<file path="config.mk">
export PLATFORM = sky130hd
export DESIGN_NAME = pipelined_shifter
export DESIGN_NICKNAME = d
export VERILOG_FILES = /design/src/rtl/pipelined_shifter.sv
export SDC_FILE = /design/constraint.sdc
export NUM_CORES = 1
export LEC_CHECK = 0
export CAP_MARGIN = 20
export CORE_AREA = 10 10 73 137
export DETAILED_ROUTE_END_ITERATION = 8
export DIE_AREA = 0 0 83 147
export PLACE_DENSITY = 0.78
export REMOVE_ABC_BUFFERS = 1
export SLEW_MARGIN = 0
export SYNTH_ARGS = -nofsm -noshare
export SYNTH_HDL_FRONTEND = slang
export SYNTH_SLANG_ARGS = --single-unit
</file>
<file path="constraint.sdc">
create_clock -name clk -period 2.1 [get_ports clk]
set_clock_uncertainty 0.1 [all_clocks]
set_input_delay 0.42 -clock clk [delete_from_list [all_inputs] [get_ports clk]]
set_output_delay 0.42 -clock clk [all_outputs]
set_load 0.005 [all_outputs]
</file>
<file path="src/rtl/pipelined_shifter.sv">
// Pipelined barrel shifter: SLL/SRA/ROR/SRL over log2(WIDTH) registered stages,
// MSB of the shift amount first, with valid/ready handshakes and a registered zero flag.
module pipelined_shifter #(
  parameter int unsigned WIDTH = 16
) (
  input  logic                     clk,
  input  logic                     rst_n,
  input  logic                     flush,
  input  logic                     in_valid,
  output logic                     in_ready,
  input  logic [WIDTH-1:0]         in_data,
  input  logic [$clog2(WIDTH)-1:0] in_shamt,
  input  logic [1:0]               in_mode,
  output logic                     out_valid,
  input  logic                     out_ready,
  output logic [WIDTH-1:0]         out_data,
  output logic                     out_zero
);

  localparam int unsigned SHW = $clog2(WIDTH);

  typedef enum logic [1:0] {
    MODE_SLL = 2'b00,
    MODE_SRA = 2'b01,
    MODE_ROR = 2'b10,
    MODE_SRL = 2'b11
  } mode_e;

  logic [WIDTH-1:0] st_data  [SHW];
  logic [SHW-1:0]   st_shamt [SHW];
  mode_e            st_mode  [SHW];
  logic [SHW-1:0]   st_valid;
  logic             zero_q;

  logic [WIDTH-1:0] nxt_data [SHW];
  logic             adv_c;
  logic             accept_c;

  // Shift by a fixed amount (1..WIDTH-1); SRA keeps the MSB, which is always the original sign.
  function automatic logic [WIDTH-1:0] shift_by(input logic [WIDTH-1:0] d,
                                                input mode_e m,
                                                input int unsigned amt);
    logic [WIDTH-1:0] r;
    r = d;
    case (m)
      MODE_SLL: r = d << amt;
      MODE_SRL: r = d >> amt;
      MODE_SRA: r = WIDTH'($signed(d) >>> amt);
      default:  r = (d >> amt) | (d << (WIDTH - amt));
    endcase
    return r;
  endfunction

  // Stage k conditionally applies the shift for bit (SHW-1-k) of the amount.
  function automatic logic [WIDTH-1:0] stage_fn(input logic [WIDTH-1:0] d,
                                                input mode_e m,
                                                input logic [SHW-1:0] sh,
                                                input int unsigned k);
    logic [WIDTH-1:0] r;
    r = d;
    if (sh[SHW-1-k]) r = shift_by(d, m, 32'(1) << (SHW - 1 - k));
    return r;
  endfunction

  assign adv_c    = !st_valid[SHW-1] || out_ready;
  assign in_ready = adv_c && !flush;
  assign accept_c = in_valid && in_ready;

  always_comb begin
    nxt_data[0] = stage_fn(in_data, mode_e'(in_mode), in_shamt, 0);
    for (int unsigned k = 1; k < SHW; k++) begin
      nxt_data[k] = stage_fn(st_data[k-1], st_mode[k-1], st_shamt[k-1], k);
    end
  end

  // Whole pipe advances together; flush only kills valid bits.
  always_ff @(posedge clk or negedge rst_n) begin
    if (!rst_n) begin
      st_valid <= '0;
      zero_q   <= 1'b0;
      for (int unsigned k = 0; k < SHW; k++) begin
        st_data[k]  <= '0;
        st_shamt[k] <= '0;
        st_mode[k]  <= MODE_SLL;
      end
    end else begin
      if (flush) begin
        st_valid <= '0;
      end else if (adv_c) begin
        st_valid[0] <= accept_c;
        for (int unsigned k = 1; k < SHW; k++) st_valid[k] <= st_valid[k-1];
      end
      if (adv_c) begin
        st_data[0]  <= nxt_data[0];
        st_shamt[0] <= in_shamt;
        st_mode[0]  <= mode_e'(in_mode);
        for (int unsigned k = 1; k < SHW; k++) begin
          st_data[k]  <= nxt_data[k];
          st_shamt[k] <= st_shamt[k-1];
          st_mode[k]  <= st_mode[k-1];
        end
        zero_q <= (nxt_data[SHW-1] == '0);
      end
    end
  end

  assign out_valid = st_valid[SHW-1];
  assign out_data  = st_data[SHW-1];
  assign out_zero  = zero_q;

endmodule

</file>
==> run summary <==
ROUTING
-----------------------------------------------------------------------------------
Starting DRT DRC Count                                                          372
Remaining design rule violation count                                             0
Total via count after detailed routing                                         3796
Number of routed nets with antenna violations                                     0
Number of iterations in the first detailed-routing pass                           5
Per-cell via count in the routed design                                       5.691
Aggregate routed wire length                                               10260 µm
Routed WL per cell                                                         15.38 µm

CLOCKING
-----------------------------------------------------------------------------------
CTS tree                                                                      built
Root Buffer                                                            sky130_fd_sc_hd__clkbuf_16
Number of sinks driven by the clock tree                                         81
Deepest level of the CTS H-tree                                                   3
Total clock buffers created by CTS                                                9
Post-CTS repair timing setup buffer count                                         0
CTS clk-pin slew, worst paths                                                 60 ps
Maximum buffer depth of the clock tree                                            2
Latest clock arrival within the worst-skew pair                              340 ps

FLOORPLAN
-----------------------------------------------------------------------------------
I/O Pins                                                                         46
Width of the die                                                              83 µm
Initial core utilization                                                     0.5540
Die boundary height                                                          147 µm
Total number of placement rows                                                   46
Area of the die                                                           12200 µm²
Std-Cell Core Area                                                         7828 µm²

YOSYS
-----------------------------------------------------------------------------------
Area share of the largest cell type after synthesis                          0.4674
Primary FF master, synth                                               sky130_fd_sc_hd__dfrtp_1
Mapped Cells                                                                    545
Largest cells by area after synthesis                                  sky130_fd_sc_hd__dfrtp_1 47%, sky130_fd_sc_hd__nand2_1 14%, sky130_fd_sc_hd__o21ai_0 9.5%, sky130_fd_sc_hd__nor2_1 3.7%, sky130_fd_sc_hd__buf_4 3.5%
Total standard cell area after synthesis                                   4337 µm²
Post-synth ARST share                                                         1.000
Count of synthesis-stage warnings from yosys                                      0
Count of different cell masters after synthesis                                  40
Dominant cell type by area after synthesis                             sky130_fd_sc_hd__dfrtp_1
Synthesized area per cell                                                 7.957 µm²
Leading cell types by count after synthesis                            160 x sky130_fd_sc_hd__nand2_1, 82 x sky130_fd_sc_hd__o21ai_0, 81 x sky130_fd_sc_hd__dfrtp_1
EDFF count, synth                                                                 0
#FFs+latches synth                                                               81
Most used standard cell by instance count after synthesis              sky130_fd_sc_hd__nand2_1
Sequential area share after synthesis                                        0.4674

MIN PATH
-----------------------------------------------------------------------------------
Worst min-delay path startpoint                                        out_data[12]$_DFFE_PN0N_
Path category of the worst min-delay check                             register to register

CELLS AND AREA
-----------------------------------------------------------------------------------
Ratio of cells with drive above 1 in the final layout                       0.09282
Layout-stage area growth over the synthesis result                           18.23%
Diodes inserted                                                                   0
Count of placed standard cells in the final layout, fillers left out            667
Total number of nets in the final design                                        593

TIMING
-----------------------------------------------------------------------------------
Final clock period utilization by the worst path                             0.9421
Least-Margin Pin Slew                                                      536.5 ps
Pins Over Slew Limit                                                              0
Post-Route Setup TNS                                                           0 ps
Number of setup violations in the final report                                    0
Peak clock frequency supported by timing                                  505.5 MHz
Min Clock Period, post-route                                                1978 ps
Unrepaired setup endpoints after global routing                                  no
Final hold violations                                                             0
Worst slew margin                                                            0.6410

POWER AND IR DROP
-----------------------------------------------------------------------------------
VDD IR-drop max                                                         0.0007359 V
Leak                                                                    0.002165 µW
Power density over cell area                                           852.1 nW/µm²
Overall power of the completed layout                                       4369 µW

SETUP PATH
-----------------------------------------------------------------------------------
Worst Path Arrival                                                          1460 ps
Kind of start point of the critical path                                  input pin
Capturing element type of the critical path                            primary output
Class of the most critical setup path                                  input pin to primary output
Setup crit start                                                              flush
Critical path peak fanout                                                         2
RR Startpoint                                                          st_mode[3]$_DFFE_PN0N_
Worst Path Required                                                         1580 ps

GRT
-----------------------------------------------------------------------------------
Largest net degree at the start of global routing                                60
Number of global-route vias before repair                                      3835
Overall track demand over capacity in global routing                         0.1734
Total congestion overflow after global routing                                    0
Wire length of the first global-routing pass                               17890 µm
Antenna violations before repair                                                  0

PLACED DESIGN
-----------------------------------------------------------------------------------
Placed wire-length estimate after detailed placement                        7130 µm
GPL Wtd Cong                                                                 0.8226
Port Buffers                                                                     45
Placed Cells incl. Taps                                                         650

STATUS
-----------------------------------------------------------------------------------
Outcome                                                                complete, no violations

JOB
-----------------------------------------------------------------------------------
Number of max-capacitance violations reported                                     0

path summary, 6_finish.rpt:
path | to | slack, ps | cells after the start
worst max-delay path | in_ready | 120 | 3
worst min-delay path | out_data[12]$_DFFE_PN0N_ | 360 | 2
worst max register to register | out_zero$_DFFE_PN0N_ | 180 | 6
worst min register to register | out_data[12]$_DFFE_PN0N_ | 360 | 2
max in group asynchronous | st_valid[2]$_DFFE_PN0P_ | 880 | 3
min in group asynchronous | st_data[51]$_DFFE_PN0N_ | 410 | 2
power breakdown:
group / total, µW / internal (µW) / switching [µW] / leakage, µW
clock network: 1650 / 1040 / 610 / 0.000146
registers: 1960 / 1760 / 202 / 0.000964
logic: 760 / 394 / 366 / 0.00106
total: 4370 / 3190 / 1180 / 0.00216
kinds of logic after synthesis:
group,share of synthesized area
mux,0.02856
compound gates,0.1852
buf+inv,0.07184
simple gates,0.2470
flops,0.4674
routing by layer:
| layer | vias up | part of all wire | GRT usage |
|---|---|---|---|
| met3 | 24 | 0.038 | 0.02769 |
| met1 | 1808 | 0.42 | 0.2003 |
| li1 | 1873 | - | - |
| met2 | 91 | 0.52 | 0.3009 |
| met4 | 0 | 0.026 | 0.08390 |
| met5 | - | 0 | 0 |
worst max-delay path: stages:
cell and delay [ps]:
sky130_fd_sc_hd__clkdlybuf4s50_1 420, sky130_fd_sc_hd__nor2_1 110, sky130_fd_sc_hd__clkdlybuf4s50_1 510
metrics by stage:
stage	hold WS (ps)	setup WS, ps	util	cell area (µm²)
final	363.4	121.6	0.6551	5127
after global routing	387.2	46.94	0.6551	5127
after CTS	370.7	102.7	0.6551	5127
after detailed placement	209.3	-6.492	0.6140	4806
after global placement	211.2	-13.98	0.6140	4806
after floorplan	24.41	-2498	-	4040
layout by cell type, fill, tap and decap left out, types with 2 or more instances in the layout:
cell                              count
sky130_fd_sc_hd__or3b_2               5
sky130_fd_sc_hd__or2_2                2
sky130_fd_sc_hd__a31oi_1             12
sky130_fd_sc_hd__a31o_2               3
sky130_fd_sc_hd__nand2b_1             2
sky130_fd_sc_hd__o21ai_0             82
sky130_fd_sc_hd__buf_12               2
sky130_fd_sc_hd__dfrtp_1             81
sky130_fd_sc_hd__bufinv_16            2
sky130_fd_sc_hd__a32oi_1              2
sky130_fd_sc_hd__clkinvlp_4           2
sky130_fd_sc_hd__clkinv_1             2
sky130_fd_sc_hd__nand3_1             20
sky130_fd_sc_hd__o211ai_1             5
sky130_fd_sc_hd__clkdlybuf4s50_1     43
sky130_fd_sc_hd__clkbuf_1             2
sky130_fd_sc_hd__nor2b_1              9
sky130_fd_sc_hd__inv_1                2
sky130_fd_sc_hd__nand2_1            160
sky130_fd_sc_hd__o21a_1               2
sky130_fd_sc_hd__buf_4               21
sky130_fd_sc_hd__a221oi_1             8
sky130_fd_sc_hd__a22oi_1              2
sky130_fd_sc_hd__clkbuf_16            9
sky130_fd_sc_hd__nor2_1              43
sky130_fd_sc_hd__a21oi_1             17
sky130_fd_sc_hd__mux2_2               3
sky130_fd_sc_hd__mux2i_1              9
timing repair:
action / in CTS / in global routing
endpoints found under the setup margin: 1 / 0
hold buffers: 1 / 0
endpoints found under the hold margin: 17 / 0
resized for setup: 1 / 0
sequential cells by signal, indices dropped and copies added, names as in the netlist:
signal and cells:
st_data 48, st_mode 6, st_shamt 6, out_data 16, st_valid 4, out_zero 1
layout make-up:
cell class | count | area, µm²
Clock inverter | 5 | 80.08
Inverter | 4 | 15.01
Timing Repair Buffer | 68 | 646.9
Sequential cell | 81 | 2027
Fill cell | 671 | 2700
Clock buffer | 11 | 232.7
Tap cell | 96 | 120.1
Multi-Input combinational cell | 402 | 2006
Note: power is estimated with default switching activity, not from simulation.
